==> config.mk <==
export PLATFORM = sky130hd
export DESIGN_NAME = alu8_seq_ctrl
export DESIGN_NICKNAME = d
export VERILOG_FILES = /design/src/rtl/alu8_seq_ctrl.sv
export SDC_FILE = /design/constraint.sdc
export NUM_CORES = 1
export LEC_CHECK = 0
export ABC_AREA = 0
export CAP_MARGIN = 20
export CORE_AREA = 8 8 78 80
export DETAILED_ROUTE_END_ITERATION = 6
export DIE_AREA = 0 0 86 88
export GPL_TIMING_DRIVEN = 1
export HOLD_SLACK_MARGIN = 0.05
export PLACE_DENSITY = 0.83
export SLEW_MARGIN = 20
export SYNTH_ARGS = -nofsm -noshare
export SYNTH_HDL_FRONTEND = slang
export SYNTH_SLANG_ARGS = --single-unit
==> constraint.sdc <==
create_clock -name clk -period 3.3 [get_ports clk]
set_input_delay 0.33 -clock clk [delete_from_list [all_inputs] [get_ports clk]]
set_output_delay 0.33 -clock clk [all_outputs]
set_load 0.02 [all_outputs]
==> src/rtl/alu8_seq_ctrl.sv <==
// alu8_seq_ctrl: runs 8-bit commands on a 4-bit ALU as one or two nibble passes (carry chained
// low to high) and returns an 8-bit result with flags on a valid/ready response channel.
module alu8_seq_ctrl #(
  parameter int SETTLE = 1
) (
  input  logic       clk,
  input  logic       rst_n,
  input  logic       cmd_valid,
  output logic       cmd_ready,
  input  logic [2:0] cmd_op,
  input  logic [7:0] cmd_a,
  input  logic [7:0] cmd_b,
  output logic [3:0] alu_a,
  output logic [3:0] alu_b,
  output logic [2:0] alu_oc,
  output logic       alu_cry_in,
  input  logic [7:0] alu_c,
  input  logic       alu_cry,
  output logic       rsp_valid,
  input  logic       rsp_ready,
  output logic [7:0] rsp_result,
  output logic       rsp_cry,
  output logic       rsp_brr,
  output logic       rsp_zro,
  output logic       rsp_neg
);

  localparam int CW = $clog2(SETTLE + 1);
  localparam logic [CW-1:0] CNT_LAST = CW'(SETTLE);
  localparam logic [CW-1:0] CNT_ONE  = CW'(1);

  typedef enum logic [1:0] {IDLE, LO, HI, RSP} state_t;
  typedef enum logic [2:0] {
    OP_NOT, OP_AND, OP_OR, OP_XOR, OP_ADD, OP_SUB, OP_NEG, OP_MUL
  } op_t;
  typedef struct packed {
    logic [3:0] a;
    logic [3:0] b;
    logic [2:0] oc;
    logic       cry_in;
  } pass_t;

  state_t        state, state_next;
  op_t           op_q;
  logic [7:0]    a_q, b_q;
  logic [3:0]    lo_c;
  logic [CW-1:0] cnt;
  logic          pass_last, finish;
  logic [7:0]    res_d;

  // ALU drive for one nibble pass. SUB/NEG become A + ~B + 1 so opcodes 5/6 are never issued.
  function automatic pass_t pass_vals(op_t op, logic [7:0] a, logic [7:0] b, logic hi, logic cin);
    logic [3:0] an, bn;
    pass_t      p;
    an = hi ? a[7:4] : a[3:0];
    bn = hi ? b[7:4] : b[3:0];
    p  = '0;
    case (op)
      OP_NOT:                begin p.oc = 3'd0; p.a = an; end
      OP_AND, OP_OR, OP_XOR: begin p.oc = op;   p.a = an; p.b = bn; end
      OP_ADD:                begin p.oc = 3'd4; p.a = an; p.b = bn;  p.cry_in = hi & cin; end
      OP_SUB, OP_NEG:        begin p.oc = 3'd4; p.a = an; p.b = ~bn; p.cry_in = hi ? cin : 1'b1; end
      OP_MUL:                begin p.oc = 3'd7; p.a = a[3:0]; p.b = b[3:0]; end
      default:               p = '0;
    endcase
    return p;
  endfunction

  assign pass_last = (cnt == CNT_LAST);
  assign finish    = pass_last && ((state == HI) || (state == LO && op_q == OP_MUL));
  assign res_d     = (op_q == OP_MUL) ? alu_c : {alu_c[3:0], lo_c};

  // NOTE: every output of a combinational block gets a default first, so no path can infer a latch.
  always_comb begin
    state_next = state;
    case (state)
      IDLE:    if (cmd_valid && cmd_ready) state_next = LO;
      LO:      if (pass_last) state_next = (op_q == OP_MUL) ? RSP : HI;
      HI:      if (pass_last) state_next = RSP;
      RSP:     if (rsp_ready) state_next = IDLE;
      default: state_next = IDLE;
    endcase
  end

  // NOTE: clocked state uses non-blocking assignments so every register samples pre-edge values.
  always_ff @(posedge clk or negedge rst_n) begin
    if (!rst_n) state <= IDLE;
    else        state <= state_next;
  end

  // Command latch, pass counter and ALU drive. A pass's first LO cycle only launches the
  // operands; capture happens after SETTLE held cycles, and HI launches on the LO capture edge.
  always_ff @(posedge clk or negedge rst_n) begin
    if (!rst_n) begin
      cmd_ready                              <= 1'b0;
      op_q                                   <= OP_NOT;
      a_q                                    <= '0;
      b_q                                    <= '0;
      lo_c                                   <= '0;
      cnt                                    <= '0;
      {alu_a, alu_b, alu_oc, alu_cry_in}     <= '0;
    end else begin
      cmd_ready <= (state_next == IDLE);
      case (state)
        IDLE: if (cmd_valid && cmd_ready) begin
          op_q <= op_t'(cmd_op);
          a_q  <= (op_t'(cmd_op) == OP_NEG) ? 8'h00 : cmd_a;
          b_q  <= (op_t'(cmd_op) == OP_NEG) ? cmd_a : cmd_b;
          cnt  <= '0;
        end
        LO: begin
          if (cnt == '0) begin
            {alu_a, alu_b, alu_oc, alu_cry_in} <= pass_vals(op_q, a_q, b_q, 1'b0, 1'b0);
            cnt <= CNT_ONE;
          end else if (pass_last) begin
            lo_c <= alu_c[3:0];
            if (op_q == OP_MUL) begin
              {alu_a, alu_b, alu_oc, alu_cry_in} <= '0;
            end else begin
              {alu_a, alu_b, alu_oc, alu_cry_in} <= pass_vals(op_q, a_q, b_q, 1'b1, alu_cry);
              cnt <= CNT_ONE;
            end
          end else begin
            cnt <= cnt + CNT_ONE;
          end
        end
        HI: begin
          if (pass_last) {alu_a, alu_b, alu_oc, alu_cry_in} <= '0;
          else           cnt <= cnt + CNT_ONE;
        end
        default: {alu_a, alu_b, alu_oc, alu_cry_in} <= '0;
      endcase
    end
  end

  // Response registers hold while the consumer stalls and clear on the handshake.
  always_ff @(posedge clk or negedge rst_n) begin
    if (!rst_n) begin
      {rsp_valid, rsp_result, rsp_cry, rsp_brr, rsp_zro, rsp_neg} <= '0;
    end else if (finish) begin
      rsp_valid  <= 1'b1;
      rsp_result <= res_d;
      rsp_cry    <= (op_q == OP_ADD) & alu_cry;
      rsp_brr    <= ((op_q == OP_SUB) || (op_q == OP_NEG)) & ~alu_cry;
      rsp_zro    <= (res_d == 8'h00);
      rsp_neg    <= op_q[2] & res_d[7];
    end else if (state == RSP && rsp_ready) begin
      {rsp_valid, rsp_result, rsp_cry, rsp_brr, rsp_zro, rsp_neg} <= '0;
    end
  end

endmodule

==> flow_metrics.py <==
metrics = {
    "clocking": {
        "max-clock-path-buffers": 2,
        "clock_insertion_delay_worst_skew_ns": 0.29,
        "tritoncts": "yes",
        "numCtsBuffers": 5,
        "worst_setup_hold_path_clk_slew_ns": 0.09,
        "post_cts.repair.setup_buffers": 0,
        "ctsRootBufferMaster": "sky130_fd_sc_hd__clkbuf_8",
        "cts_hold_buffers": 0,
        "htree_levels": 2,
        "cts.sinks": 52,
        "post_cts_resized": 0,
    },
    "worst_setup_path": {
        "cp-start-kind": "register",
        "cp.required_ns": 3.49,
        "rr_endpoint": "rsp_result[7]",
        "crit_path_end_kind": "register",
        "timing.reg2reg.worst_path_depth": 6,
        "setup.reg_to_reg.worst_slack_ns": 1.09,
        "crit_path_end": "rsp_result[7]",
        "crit_type": "register to register",
        "worstSetupStartpoint": "state[1]",
        "critical_path_peak_fanout": 21,
        "worst_ep_arrival_time_ns": 2.40,
        "worstReg2RegStart": "state[1]",
    },
    "logic_synthesis": {
        "netlist-cell-type-count": 39,
        "syn_nets": 274,
        "syn_area_mm2": 0.002545,
        "synth-warning-count": 0,
        "synth_largest_type_area_fraction": 0.5113,
        "syn-instance-count": 237,
        "synth_area_leader_cell": "sky130_fd_sc_hd__dfrtp_1",
        "synth-seq-cells": 52,
        "synthTopCellsByArea": "sky130_fd_sc_hd__dfrtp_1 (51%), sky130_fd_sc_hd__mux2i_1 (7.5%), sky130_fd_sc_hd__nand2_1 (4.7%)",
        "avgSynthCellArea_um2": 10.74,
        "synth_async_sr_flop_share": 1.000,
        "synth_seq_area_share": 0.5113,
        "synth_edf_count": 0,
        "synthFlopType": "sky130_fd_sc_hd__dfrtp_1",
    },
    "drt": {
        "detailroute.via_count": 1981,
        "route.detailed.vias_per_inst": 5.549,
        "drt-initial-drc-count": 141,
        "routedWlPerCell_um": 16.55,
        "drt.antenna.violating_nets": 0,
        "detailedRoute.firstPassIterationCount": 7,
        "route.final.wire_length_um": 5907,
        "drc_viols": 0,
    },
    "place": {
        "gp_routability_congestion": 0.8244,
        "placement.io_buffers": 57,
        "hpwl_um": 4438,
    },
    "min_path": {
        "hold_path_class": "input pin to async pin",
    },
    "grt": {
        "sum_of_overflow_across_all_layers_after_global_routing": 0,
        "grt_start_max_net_pins": 53,
        "number_of_antenna_violations_at_the_first_check_in_global_routing": 0,
        "grt_pass1_vias": 1971,
        "all_layer_gr_usage": 0.1613,
        "grt_pass1_wl_um": 9694,
    },
    "finish": {
        "area_growth_pct": 27.14,
        "post_route_cells_drive_above_1_share": 0.08362,
        "final_nets": 323,
        "num_antenna_cells": 0,
    },
    "die": {
        "initial_core_util": 0.5181,
        "die-height_um": 88,
        "io-pin-count": 58,
        "number_of_standard_cell_rows_in_the_floorplan": 26,
        "design.core.area_mm2": 0.004912,
        "die_width_um": 86,
        "design.die.area_mm2": 0.007568,
    },
    "sta": {
        "hold_viol_final": 0,
        "finalSetupViolations": 0,
        "worst_slew_margin_rel": 0.5343,
        "rsz0062_at_grt": "no",
        "max_clock_freq_mhz": 453.4,
        "fin_skew_ns": 0.002605,
        "fin_setup_tns_ns": 0,
        "timing.final.crit_share": 0.6684,
        "timing.final.crit_period_ns": 2.206,
        "timing_worst_slew_pin_value_ns": 0.6966,
        "finalMaxSlewViolations": 0,
    },
    "run_status": {
        "status": "finished clean",
    },
    "power": {
        "power.leakage_nw": 1.489,
        "finalPower_mw": 3.094,
        "p_per_area_mw_per_mm2": 956.4,
        "worst_ir_drop_vdd_v": 0.0005622,
    },
    "flow_run": {
        "maxCapViolations": 0,
    },
}
layout make-up:
class	instances	area [um^2]
multi-input cells	164	1122
well taps	70	87.58
flip-flops and latches	52	1301
clock inverters	1	30.03
inverters	4	15.01
fillers	389	1677
clock buffers	7	96.34
repair buffers	59	583.1
flip-flops by register name, summed over array words and instances (netlist names):
name / count
a_q: 8
b_q: 8
rsp_result: 8
alu_a: 4
alu_b: 4
lo_c: 4
alu_oc: 3
op_q: 3
state: 2
alu_cry_in: 1
cmd_ready: 1
cnt: 1
rsp_brr: 1
rsp_cry: 1
rsp_neg: 1
rsp_valid: 1
rsp_zro: 1
report_power, final:
| group | internal [mW] | leakage (nW) | switching [mW] |
|---|---|---|---|
| Sequential | 0.918 | 0.659 | 0.264 |
| Clock | 0.268 | 0.0645 | 0.198 |
| Combinational | 0.681 | 0.766 | 0.766 |
how the worst min path moves through the flow:
| stage | to | slack [ns] | depth (start not counted) | startpoint |
|---|---|---|---|---|
| 4_1_cts | lo_c[2] | 0.28 | 1 | rst_n |
| 2_1_floorplan | a_q[0] | 0.03 | 0 | rst_n |
| 6_report | lo_c[2] | 0.05 | 1 | rst_n |
| 3_5_place_dp | alu_cry_in | 0.47 | 2 | alu_cry_in |
| 3_3_place_gp | alu_cry_in | 0.46 | 2 | alu_cry_in |
| 5_1_grt | rsp_result[3] | 0.09 | 1 | rst_n |
metrics by stage:
step	hold slack [ns]	instances	area [um^2]	utilization	setup slack, ns
finish	0.04884	357	3236	0.6587	1.094
global route	0.08687	357	3236	0.6587	0.9556
CTS	0.2757	357	3233	0.6582	1.126
detailed placement	0.4713	349	3107	0.6325	1.156
global placement	0.4627	349	3107	0.6325	1.229
floorplan	0.03441	237	2545	-	1.796
logic make-up after synthesis:
kind of cell,count (synthesis),share of synthesized area
AO/OA/AOI/OAI,66,0.1858
XOR/XNOR,1,0.003442
adder cells (fa/ha/maj),5,0.02458
buffers and inverters,21,0.04768
flip-flops,52,0.5113
multiplexers,27,0.1101
AND/OR/NAND/NOR,65,0.1170
cells in the mapped netlist (2+ instances only):
library cell and n:
sky130_fd_sc_hd__dfrtp_1 52, sky130_fd_sc_hd__nand2_1 32, sky130_fd_sc_hd__o21ai_0 23, sky130_fd_sc_hd__mux2i_1 19
sky130_fd_sc_hd__nand3_1 13, sky130_fd_sc_hd__a21oi_1 8, sky130_fd_sc_hd__a22o_1 8, sky130_fd_sc_hd__a32o_1 8
sky130_fd_sc_hd__mux2_2 8, sky130_fd_sc_hd__nor2_1 8, sky130_fd_sc_hd__buf_2 7, sky130_fd_sc_hd__and3_1 5
sky130_fd_sc_hd__ha_1 5, sky130_fd_sc_hd__a221o_1 4, sky130_fd_sc_hd__buf_4 3, sky130_fd_sc_hd__buf_6 3
sky130_fd_sc_hd__clkbuf_1 3, sky130_fd_sc_hd__inv_1 3, sky130_fd_sc_hd__a221oi_1 2, sky130_fd_sc_hd__a31oi_1 2
sky130_fd_sc_hd__nor4_1 2, sky130_fd_sc_hd__o211ai_1 2
critical path, cell delays in order, from the launching register on:
cell and delay (ns):
sky130_fd_sc_hd__dfrtp_1 0.43, sky130_fd_sc_hd__inv_1 0.12, sky130_fd_sc_hd__ha_1 0.41, sky130_fd_sc_hd__a41o_1 0.25
sky130_fd_sc_hd__nand2_1 0.34, sky130_fd_sc_hd__and3_1 0.34, sky130_fd_sc_hd__a31o_2 0.21
per-layer routing:
| metal | vias up | share of wire | wire length [um] | global-route usage |
|---|---|---|---|---|
| li1 | 966 | - | - | - |
| met1 | 968 | 0.44 | 2579 | 0.2059 |
| met2 | 43 | 0.51 | 3033 | 0.2736 |
| met3 | 4 | 0.039 | 233 | 0.02814 |
| met4 | 0 | 0.010 | 61 | 0.04459 |
| met5 | - | 0 | 0 | 0 |
layout by cell type, fill, tap and decap left out, types with 8 or more instances in the layout:
cell	synthesis	layout
sky130_fd_sc_hd__a22o_1	8	8
sky130_fd_sc_hd__nor2_1	8	8
sky130_fd_sc_hd__mux2_2	8	8
sky130_fd_sc_hd__dfrtp_1	52	52
sky130_fd_sc_hd__nand2_1	32	32
sky130_fd_sc_hd__mux2i_1	19	19
sky130_fd_sc_hd__o21ai_0	23	23
sky130_fd_sc_hd__a21oi_1	8	8
sky130_fd_sc_hd__a32o_1	8	8
sky130_fd_sc_hd__clkdlybuf4s50_1	0	56
sky130_fd_sc_hd__nand3_1	13	13
(Power assumes the default switching activity.)
